[src/rtl/neighbor_reader_if.sv]
// Request/response bundle between the neighbor_reader and its client:
// vertex request handshake plus the neighbor-index output stream.
interface neighbor_reader_if;
    logic        req_valid;
    logic        req_ready;
    logic [31:0] req_vertex;
    logic        out_valid;
    logic        out_ready;
    logic [31:0] out_data;
    logic        out_last;
    logic        resp_empty;
    logic        resp_err;

    modport master (
        output req_valid, req_vertex, out_ready,
        input  req_ready, out_valid, out_data, out_last, resp_empty, resp_err
    );

    modport slave (
        input  req_valid, req_vertex, out_ready,
        output req_ready, out_valid, out_data, out_last, resp_empty, resp_err
    );
endinterface

[src/rtl/neighbor_reader.sv]
// Reads one vertex's neighbor-list slot from the neighbor RAM and streams it out.
// Optional macro NBR_COUNT_CHECK_EN: flag and clamp corrupt count words.
module neighbor_reader #(
    parameter int MAX_NEIGHBOR_COUNT = 10,
    parameter int ADDR_WIDTH         = 11
) (
    input  logic                  clk,
    input  logic                  rst,
    input  logic [31:0]           vertex_count,
    neighbor_reader_if.slave      bus,
    input  logic [31:0]           RAM_NBR_Do,
    output logic                  RAM_NBR_EN,
    output logic [ADDR_WIDTH-1:0] RAM_NBR_A,
    output logic [3:0]            RAM_NBR_WE,
    output logic [31:0]           RAM_NBR_Di,
    output logic                  busy
);

    localparam logic [3:0] CNT_MAX = 4'(MAX_NEIGHBOR_COUNT - 1);

    typedef enum logic [1:0] {
        S_IDLE     = 2'd0,
        S_RD_COUNT = 2'd1,
        S_STREAM   = 2'd2
    } state_t;

    state_t                  state_q, state_d;
    logic                    req_ready_q, req_ready_d;
    logic                    busy_q, busy_d;
    logic                    ram_en_q, ram_en_d;
    logic [ADDR_WIDTH-1:0]   ram_a_q, ram_a_d;
    logic [ADDR_WIDTH-1:0]   base_q, base_d;
    logic [3:0]              cnt_q, cnt_d;
    logic [3:0]              rd_idx_q, rd_idx_d;
    logic                    infl_q, infl_d;
    logic                    infl_last_q, infl_last_d;
    logic                    hd_valid_q, hd_valid_d;
    logic [31:0]             hd_data_q, hd_data_d;
    logic                    hd_last_q, hd_last_d;
    logic                    tl_valid_q, tl_valid_d;
    logic [31:0]             tl_data_q, tl_data_d;
    logic                    tl_last_q, tl_last_d;
    logic                    resp_empty_q, resp_empty_d;
    logic                    resp_err_q, resp_err_d;

    logic                    bad_vertex_s;
    logic [ADDR_WIDTH-1:0]   vtx_m1_s;
    logic [ADDR_WIDTH-1:0]   base_s;
    logic [3:0]              cnt_s;
    logic                    cnt_err_s;
    logic                    push_s;
    logic                    pop_s;
    logic [1:0]              occ_after_s;

    assign bad_vertex_s = (bus.req_vertex == 32'd0) || (bus.req_vertex > vertex_count);
    assign vtx_m1_s     = bus.req_vertex[ADDR_WIDTH-1:0] - ADDR_WIDTH'(1);
    assign base_s       = vtx_m1_s * ADDR_WIDTH'(MAX_NEIGHBOR_COUNT);

    // The read issued last cycle lands now; a beat leaves when the head is taken.
    assign push_s      = infl_q;
    assign pop_s       = hd_valid_q && bus.out_ready;
    assign occ_after_s = {1'b0, hd_valid_q} + {1'b0, tl_valid_q} + {1'b0, push_s} - {1'b0, pop_s};

`ifdef NBR_COUNT_CHECK_EN
    // Count word decode with corruption check and clamp.
    always_comb begin
        cnt_err_s = (|RAM_NBR_Do[31:4]) || (RAM_NBR_Do[3:0] > CNT_MAX);
        if (cnt_err_s) begin
            cnt_s = CNT_MAX;
        end else begin
            cnt_s = RAM_NBR_Do[3:0];
        end
    end
`else
    logic cnt_hi_unused_s;
    assign cnt_hi_unused_s = |RAM_NBR_Do[31:4];

    // Count word decode: low nibble taken as-is.
    always_comb begin
        cnt_err_s = 1'b0;
        cnt_s     = RAM_NBR_Do[3:0];
    end
`endif

    // Next-state and RAM read issue logic.
    always_comb begin
        state_d      = state_q;
        req_ready_d  = req_ready_q;
        busy_d       = busy_q;
        ram_en_d     = ram_en_q;
        ram_a_d      = ram_a_q;
        base_d       = base_q;
        cnt_d        = cnt_q;
        rd_idx_d     = rd_idx_q;
        infl_d       = 1'b0;
        infl_last_d  = 1'b0;
        resp_empty_d = 1'b0;
        resp_err_d   = 1'b0;

        case (state_q)
            S_IDLE: begin
                if (!req_ready_q) begin
                    req_ready_d = 1'b1;
                    busy_d      = 1'b0;
                end else if (bus.req_valid) begin
                    req_ready_d = 1'b0;
                    busy_d      = 1'b1;
                    if (bad_vertex_s) begin
                        resp_err_d   = 1'b1;
                        resp_empty_d = 1'b1;
                    end else begin
                        base_d   = base_s;
                        ram_a_d  = base_s;
                        ram_en_d = 1'b1;
                        state_d  = S_RD_COUNT;
                    end
                end else begin
                    state_d = S_IDLE;
                end
            end
            S_RD_COUNT: begin
                resp_err_d = cnt_err_s;
                if (cnt_s == 4'd0) begin
                    resp_empty_d = 1'b1;
                    ram_en_d     = 1'b0;
                    busy_d       = 1'b0;
                    state_d      = S_IDLE;
                end else begin
                    // FIFO is empty here, so the first neighbor read goes out at once.
                    cnt_d       = cnt_s;
                    ram_a_d     = base_q + ADDR_WIDTH'(1);
                    infl_d      = 1'b1;
                    infl_last_d = (cnt_s == 4'd1);
                    rd_idx_d    = 4'd1;
                    state_d     = S_STREAM;
                end
            end
            S_STREAM: begin
                if ((rd_idx_q < cnt_q) && (occ_after_s <= 2'd1)) begin
                    ram_a_d     = base_q + ADDR_WIDTH'(rd_idx_q) + ADDR_WIDTH'(1);
                    infl_d      = 1'b1;
                    infl_last_d = (rd_idx_q == (cnt_q - 4'd1));
                    rd_idx_d    = rd_idx_q + 4'd1;
                end else begin
                    rd_idx_d = rd_idx_q;
                end
                if (pop_s && hd_last_q) begin
                    busy_d   = 1'b0;
                    ram_en_d = 1'b0;
                    state_d  = S_IDLE;
                end else begin
                    state_d = S_STREAM;
                end
            end
            default: begin
                state_d     = S_IDLE;
                req_ready_d = 1'b1;
                busy_d      = 1'b0;
                ram_en_d    = 1'b0;
            end
        endcase
    end

    // Two-entry output FIFO: head drives the output port, tail absorbs one stall.
    always_comb begin
        hd_valid_d = hd_valid_q;
        hd_data_d  = hd_data_q;
        hd_last_d  = hd_last_q;
        tl_valid_d = tl_valid_q;
        tl_data_d  = tl_data_q;
        tl_last_d  = tl_last_q;

        if (pop_s) begin
            if (tl_valid_q) begin
                hd_data_d = tl_data_q;
                hd_last_d = tl_last_q;
                if (push_s) begin
                    tl_data_d = RAM_NBR_Do;
                    tl_last_d = infl_last_q;
                end else begin
                    tl_valid_d = 1'b0;
                end
            end else if (push_s) begin
                hd_data_d = RAM_NBR_Do;
                hd_last_d = infl_last_q;
            end else begin
                hd_valid_d = 1'b0;
            end
        end else if (push_s) begin
            if (hd_valid_q) begin
                tl_valid_d = 1'b1;
                tl_data_d  = RAM_NBR_Do;
                tl_last_d  = infl_last_q;
            end else begin
                hd_valid_d = 1'b1;
                hd_data_d  = RAM_NBR_Do;
                hd_last_d  = infl_last_q;
            end
        end else begin
            hd_valid_d = hd_valid_q;
        end
    end

    // State registers update on the falling edge; RAM samples on the rising one.
    always_ff @(negedge clk or posedge rst) begin
        if (rst) begin
            state_q      <= S_IDLE;
            req_ready_q  <= 1'b1;
            busy_q       <= 1'b0;
            ram_en_q     <= 1'b0;
            ram_a_q      <= '0;
            base_q       <= '0;
            cnt_q        <= 4'd0;
            rd_idx_q     <= 4'd0;
            infl_q       <= 1'b0;
            infl_last_q  <= 1'b0;
            hd_valid_q   <= 1'b0;
            hd_data_q    <= 32'd0;
            hd_last_q    <= 1'b0;
            tl_valid_q   <= 1'b0;
            tl_data_q    <= 32'd0;
            tl_last_q    <= 1'b0;
            resp_empty_q <= 1'b0;
            resp_err_q   <= 1'b0;
        end else begin
            state_q      <= state_d;
            req_ready_q  <= req_ready_d;
            busy_q       <= busy_d;
            ram_en_q     <= ram_en_d;
            ram_a_q      <= ram_a_d;
            base_q       <= base_d;
            cnt_q        <= cnt_d;
            rd_idx_q     <= rd_idx_d;
            infl_q       <= infl_d;
            infl_last_q  <= infl_last_d;
            hd_valid_q   <= hd_valid_d;
            hd_data_q    <= hd_data_d;
            hd_last_q    <= hd_last_d;
            tl_valid_q   <= tl_valid_d;
            tl_data_q    <= tl_data_d;
            tl_last_q    <= tl_last_d;
            resp_empty_q <= resp_empty_d;
            resp_err_q   <= resp_err_d;
        end
    end

    assign bus.req_ready  = req_ready_q;
    assign bus.out_valid  = hd_valid_q;
    assign bus.out_data   = hd_data_q;
    assign bus.out_last   = hd_last_q;
    assign bus.resp_empty = resp_empty_q;
    assign bus.resp_err   = resp_err_q;
    assign busy           = busy_q;
    assign RAM_NBR_EN     = ram_en_q;
    assign RAM_NBR_A      = ram_a_q;
    assign RAM_NBR_WE     = 4'b0000;
    assign RAM_NBR_Di     = 32'd0;

endmodule

[src/flat_wrapper.sv]
// flat-port wrapper written by rule: the top's interface ports become plain ports
module neighbor_reader_flat 
#(
    parameter int MAX_NEIGHBOR_COUNT = 10,
    parameter int ADDR_WIDTH         = 11
)
  (clk, rst, vertex_count, RAM_NBR_Do, RAM_NBR_EN, RAM_NBR_A, RAM_NBR_WE, RAM_NBR_Di, busy, bus_req_valid, bus_req_vertex, bus_out_ready, bus_req_ready, bus_out_valid, bus_out_data, bus_out_last, bus_resp_empty, bus_resp_err);
  neighbor_reader_if bus_i ();
  input  logic clk;
  input  logic rst;
  input  logic [31:0] vertex_count;
  input  logic [31:0] RAM_NBR_Do;
  output logic RAM_NBR_EN;
  output logic [ADDR_WIDTH-1:0] RAM_NBR_A;
  output logic [3:0] RAM_NBR_WE;
  output logic [31:0] RAM_NBR_Di;
  output logic busy;
  input wire logic [$bits(bus_i.req_valid)-1:0] bus_req_valid;
  input wire logic [$bits(bus_i.req_vertex)-1:0] bus_req_vertex;
  input wire logic [$bits(bus_i.out_ready)-1:0] bus_out_ready;
  output wire logic [$bits(bus_i.req_ready)-1:0] bus_req_ready;
  output wire logic [$bits(bus_i.out_valid)-1:0] bus_out_valid;
  output wire logic [$bits(bus_i.out_data)-1:0] bus_out_data;
  output wire logic [$bits(bus_i.out_last)-1:0] bus_out_last;
  output wire logic [$bits(bus_i.resp_empty)-1:0] bus_resp_empty;
  output wire logic [$bits(bus_i.resp_err)-1:0] bus_resp_err;
  assign bus_i.req_valid = bus_req_valid;
  assign bus_i.req_vertex = bus_req_vertex;
  assign bus_i.out_ready = bus_out_ready;
  assign bus_req_ready = bus_i.req_ready;
  assign bus_out_valid = bus_i.out_valid;
  assign bus_out_data = bus_i.out_data;
  assign bus_out_last = bus_i.out_last;
  assign bus_resp_empty = bus_i.resp_empty;
  assign bus_resp_err = bus_i.resp_err;
  neighbor_reader #(.MAX_NEIGHBOR_COUNT(MAX_NEIGHBOR_COUNT), .ADDR_WIDTH(ADDR_WIDTH)) u_core (.clk(clk), .rst(rst), .vertex_count(vertex_count), .bus(bus_i), .RAM_NBR_Do(RAM_NBR_Do), .RAM_NBR_EN(RAM_NBR_EN), .RAM_NBR_A(RAM_NBR_A), .RAM_NBR_WE(RAM_NBR_WE), .RAM_NBR_Di(RAM_NBR_Di), .busy(busy));
endmodule
[config.mk]
export PLATFORM = sky130hd
export DESIGN_NAME = neighbor_reader_flat
export DESIGN_NICKNAME = d
export VERILOG_FILES = /design/src/rtl/neighbor_reader_if.sv /design/src/rtl/neighbor_reader.sv /design/src/flat_wrapper.sv
export SDC_FILE = /design/constraint.sdc
export NUM_CORES = 1
export LEC_CHECK = 0
export BUFFER_PORTS_ARGS = -buffer_cell sky130_fd_sc_hd__buf_4
export CAP_MARGIN = 20
export CORE_MARGIN = 5
export CORE_UTILIZATION = 55
export CTS_BUF_LIST = sky130_fd_sc_hd__clkbuf_2
export CTS_CLUSTER_DIAMETER = 60
export DETAILED_ROUTE_END_ITERATION = 8
export HOLD_SLACK_MARGIN = 0.15
export MAX_ROUTING_LAYER = met4
export PLACE_DENSITY = 0.83
export SKIP_CTS_REPAIR_TIMING = 1
export SLEW_MARGIN = 30
export SYNTH_ARGS = -nofsm -noshare
export SYNTH_HDL_FRONTEND = slang
export SYNTH_SLANG_ARGS = --single-unit
[constraint.sdc]
create_clock -name clk -period 5.7 [get_ports clk]
set_clock_uncertainty 0.1 [all_clocks]
set_input_delay 1.14 -clock clk [delete_from_list [all_inputs] [get_ports clk]]
set_output_delay 1.14 -clock clk [all_outputs]
set_load 0.005 [all_outputs]
==> metrics.txt <==
Critical Path RT=3.14 ns; WP data arrival=3.72 ns; Layout Cells excl Fill=1077; Max VDD drop=0.000166 V; Hold Vio Cnt, Final=0; CP Max Fanout=3; core area=12100 µm²; Rows=40; vias post-DR=5834; remaining routing DRC violations=0; hold_ws=0.349 ns; first-pass GRT wire length=27000 µm; Placer Congestion=0.884; port bufs=149; effective utilization at floorplan=0.563; die area=14700 µm²; top post-synthesis cells by area=dfrtn_1 (39%), ha_1 (12%), mux2_2 (5.8%); Post-synth EDFFs=0; First-pass DRT Iterations=7; largest net degree at the start of global routing=67; TNS Setup=-5.86 ns; Hold Crit Class=register to register; Final Max Slew Viols=0; synthesized flop and latch total=106; run status=complete, but fails checks; synthesized area=6820 µm²; asr flop ratio synth=1.00; critical path class=input pin to register; Yosys warning total=0; vias in the first global route=5764; Internal=2440 µW; Crit path max-delay family=simple AND/OR/NAND/NOR gates; Post-synth top cells=dfrtn_1 (105), a21oi_1 (66), ha_1 (64), nor2_1 (57), inv_1 (55); final worst slack=-0.579 ns; Starting DRT DRC Count=317; layout cell share with drive strength beyond 1=0.415; Worst R2R End=u_core.RAM_NBR_A[3]; power per cell area=416 nW/µm²; Hold Crit Start=u_core.infl_last_q; WL/cell=16.9 µm; failing checks=negative setup slack; clock buffer depth=2; max cap viols=0; post-layout net count=1069; DP Area=8880 µm²; Final ANT Viol Nets=0; CTS tree=yes; Worst-Margin Slew=0.646 ns; number of cells in the design after placement=1050; routed vias/inst=5.42; DPL Wire Length=13500 µm; reg2reg start=u_core.bus.out_valid; r2r setup slk=2.78 ns; Most common cell on crit path=ha_4; Top FF cell, synth=dfrtn_1; CTS Sinks=106; post-synth top area share=0.385; Endpoint, Worst Hold=u_core.tl_last_q; WP buf/inv=1; Flop pwr share=0.361; Final setup viols=23; initial antenna violation count=1; Hold Crit Depth=1; Max H-tree Level=3; Leakage=0.00466 µW; Clk Latency, worst-skew pair=0.57 ns; Root Driver=clkbuf_2; distinct cell type count of the synthesized netlist=61; gr usage total=0.232; DIE WIDTH=121 µm; Mean Syn Cell Area=9.99 µm²; Slew headroom=0.569; crit path launch type=input pin; Final Instance Area=9470 µm²; Clock Pin Slew Worst Setup and Hold Paths=0.19 ns; Routed WL=18200 µm; CTS Buf Count=9; Overflow after GRT=0; synthesis-to-finish area growth=38.7%; most common cell in the synthesized netlist=dfrtn_1; Sw Share=0.379; CP Cell Sequence=buf_6 > or4_4 > nor2_4 > xor2_2 > ha_4 > ha_4 > o21ai_1 > o21bai_1 > a21oi_2 > xnor2_1 > nor2_1 > a31oi_1 > mux2_4; Slowest-stage cell, CP=or4_4; Setup crit end kind=register; Top Ports=186; clock power share=0.090; delay of the slowest cell on the worst path=0.58 ns; area leader, netlist=dfrtn_1; Net Sw Power=1490 µW; Logic pwr share=0.549; post-synthesis sequential area ratio=0.389; Post-Synthesis Cells=683; R2R cell count=9; chip height=121 µm; unrepaired setup endpoints after global routing=true
per-stage QoR:
step / setup slack (ns) / total power (µW) / utilization
floorplan: -0.777 / 2660 / -
global placement: -1.09 / 3320 / 0.733
detailed placement: -1.13 / 3440 / 0.733
CTS: -0.567 / 3790 / 0.743
global route: -0.642 / 4220 / 0.782
finish: -0.579 / 3940 / 0.782
state kept, by name, summed over array words and instances, names as in the netlist, 2 cells and up:
signal,flops
u_core.tl_data_q,32
u_core.rd_idx_q,4
u_core.base_q,10
u_core.RAM_NBR_A,11
u_core.cnt_q,4
u_core.state_q,2
u_core.bus.out_data,32
layout make-up:
class	instances	area, µm²
tap	168	210
clock buffer	10	50.0
antenna	1	2.50
fill	782	2650
multi-input combinational	500	4310
inverter	54	245
clock inverter	7	71.3
timing repair buffer	231	1920
sequential	106	2650
kinds of logic after synthesis:
group | count (synthesis) | share of synthesized area
and+or+nand+nor | 156 | 0.117
AOI/OAI and AO/OA | 128 | 0.110
buffers and inverters | 112 | 0.0831
DFF | 106 | 0.389
muxes | 90 | 0.146
adders and majority gates | 66 | 0.123
xor gates and xnor gates | 24 | 0.0308
other | 1 | 0.000550
placed cells by master (no fill, tap or decap), drive strengths merged, types with 16 or more instances in the layout:
master  netlist  routed
xnor2        16      16
inv          55      54
nor2         57      57
nand2        31      31
mux2i        37      37
mux2         53      53
o21ai        22      22
ha           64      64
a21oi        66      66
dfrtn       105     105
buf          41     229
conb          1      36
power by group through the flow:
stage	clock network, µW	logic, µW	registers, µW
after floorplan	2.20	1290	1360
after global placement	2.20	1920	1400
after detailed placement	2.20	2010	1430
after CTS	359	2020	1410
after global routing	389	2360	1470
final	353	2160	1420
worst max-delay path by stage:
stage,startpoint,end,slack [ns],cells after the start
after floorplan,bus_req_vertex[3],u_core.RAM_NBR_A[9],-0.78,12
after global placement,bus_req_vertex[0],u_core.RAM_NBR_A[9],-1.09,15
after detailed placement,bus_req_vertex[0],u_core.RAM_NBR_A[8],-1.13,15
after CTS,bus_req_vertex[0],u_core.base_q[10],-0.57,14
after global routing,bus_req_vertex[4],u_core.RAM_NBR_A[9],-0.64,13
final,bus_req_vertex[4],u_core.RAM_NBR_A[9],-0.58,13
routing by layer:
metal	wire length (µm)	up-vias	global-route usage
met2	9460	219	0.402
li1	-	2772	-
met4	405	0	0.0791
met3	1170	43	0.0331
met5	0	-	-
met1	7200	2800	0.277
Power figures use the tool's default switching activity.
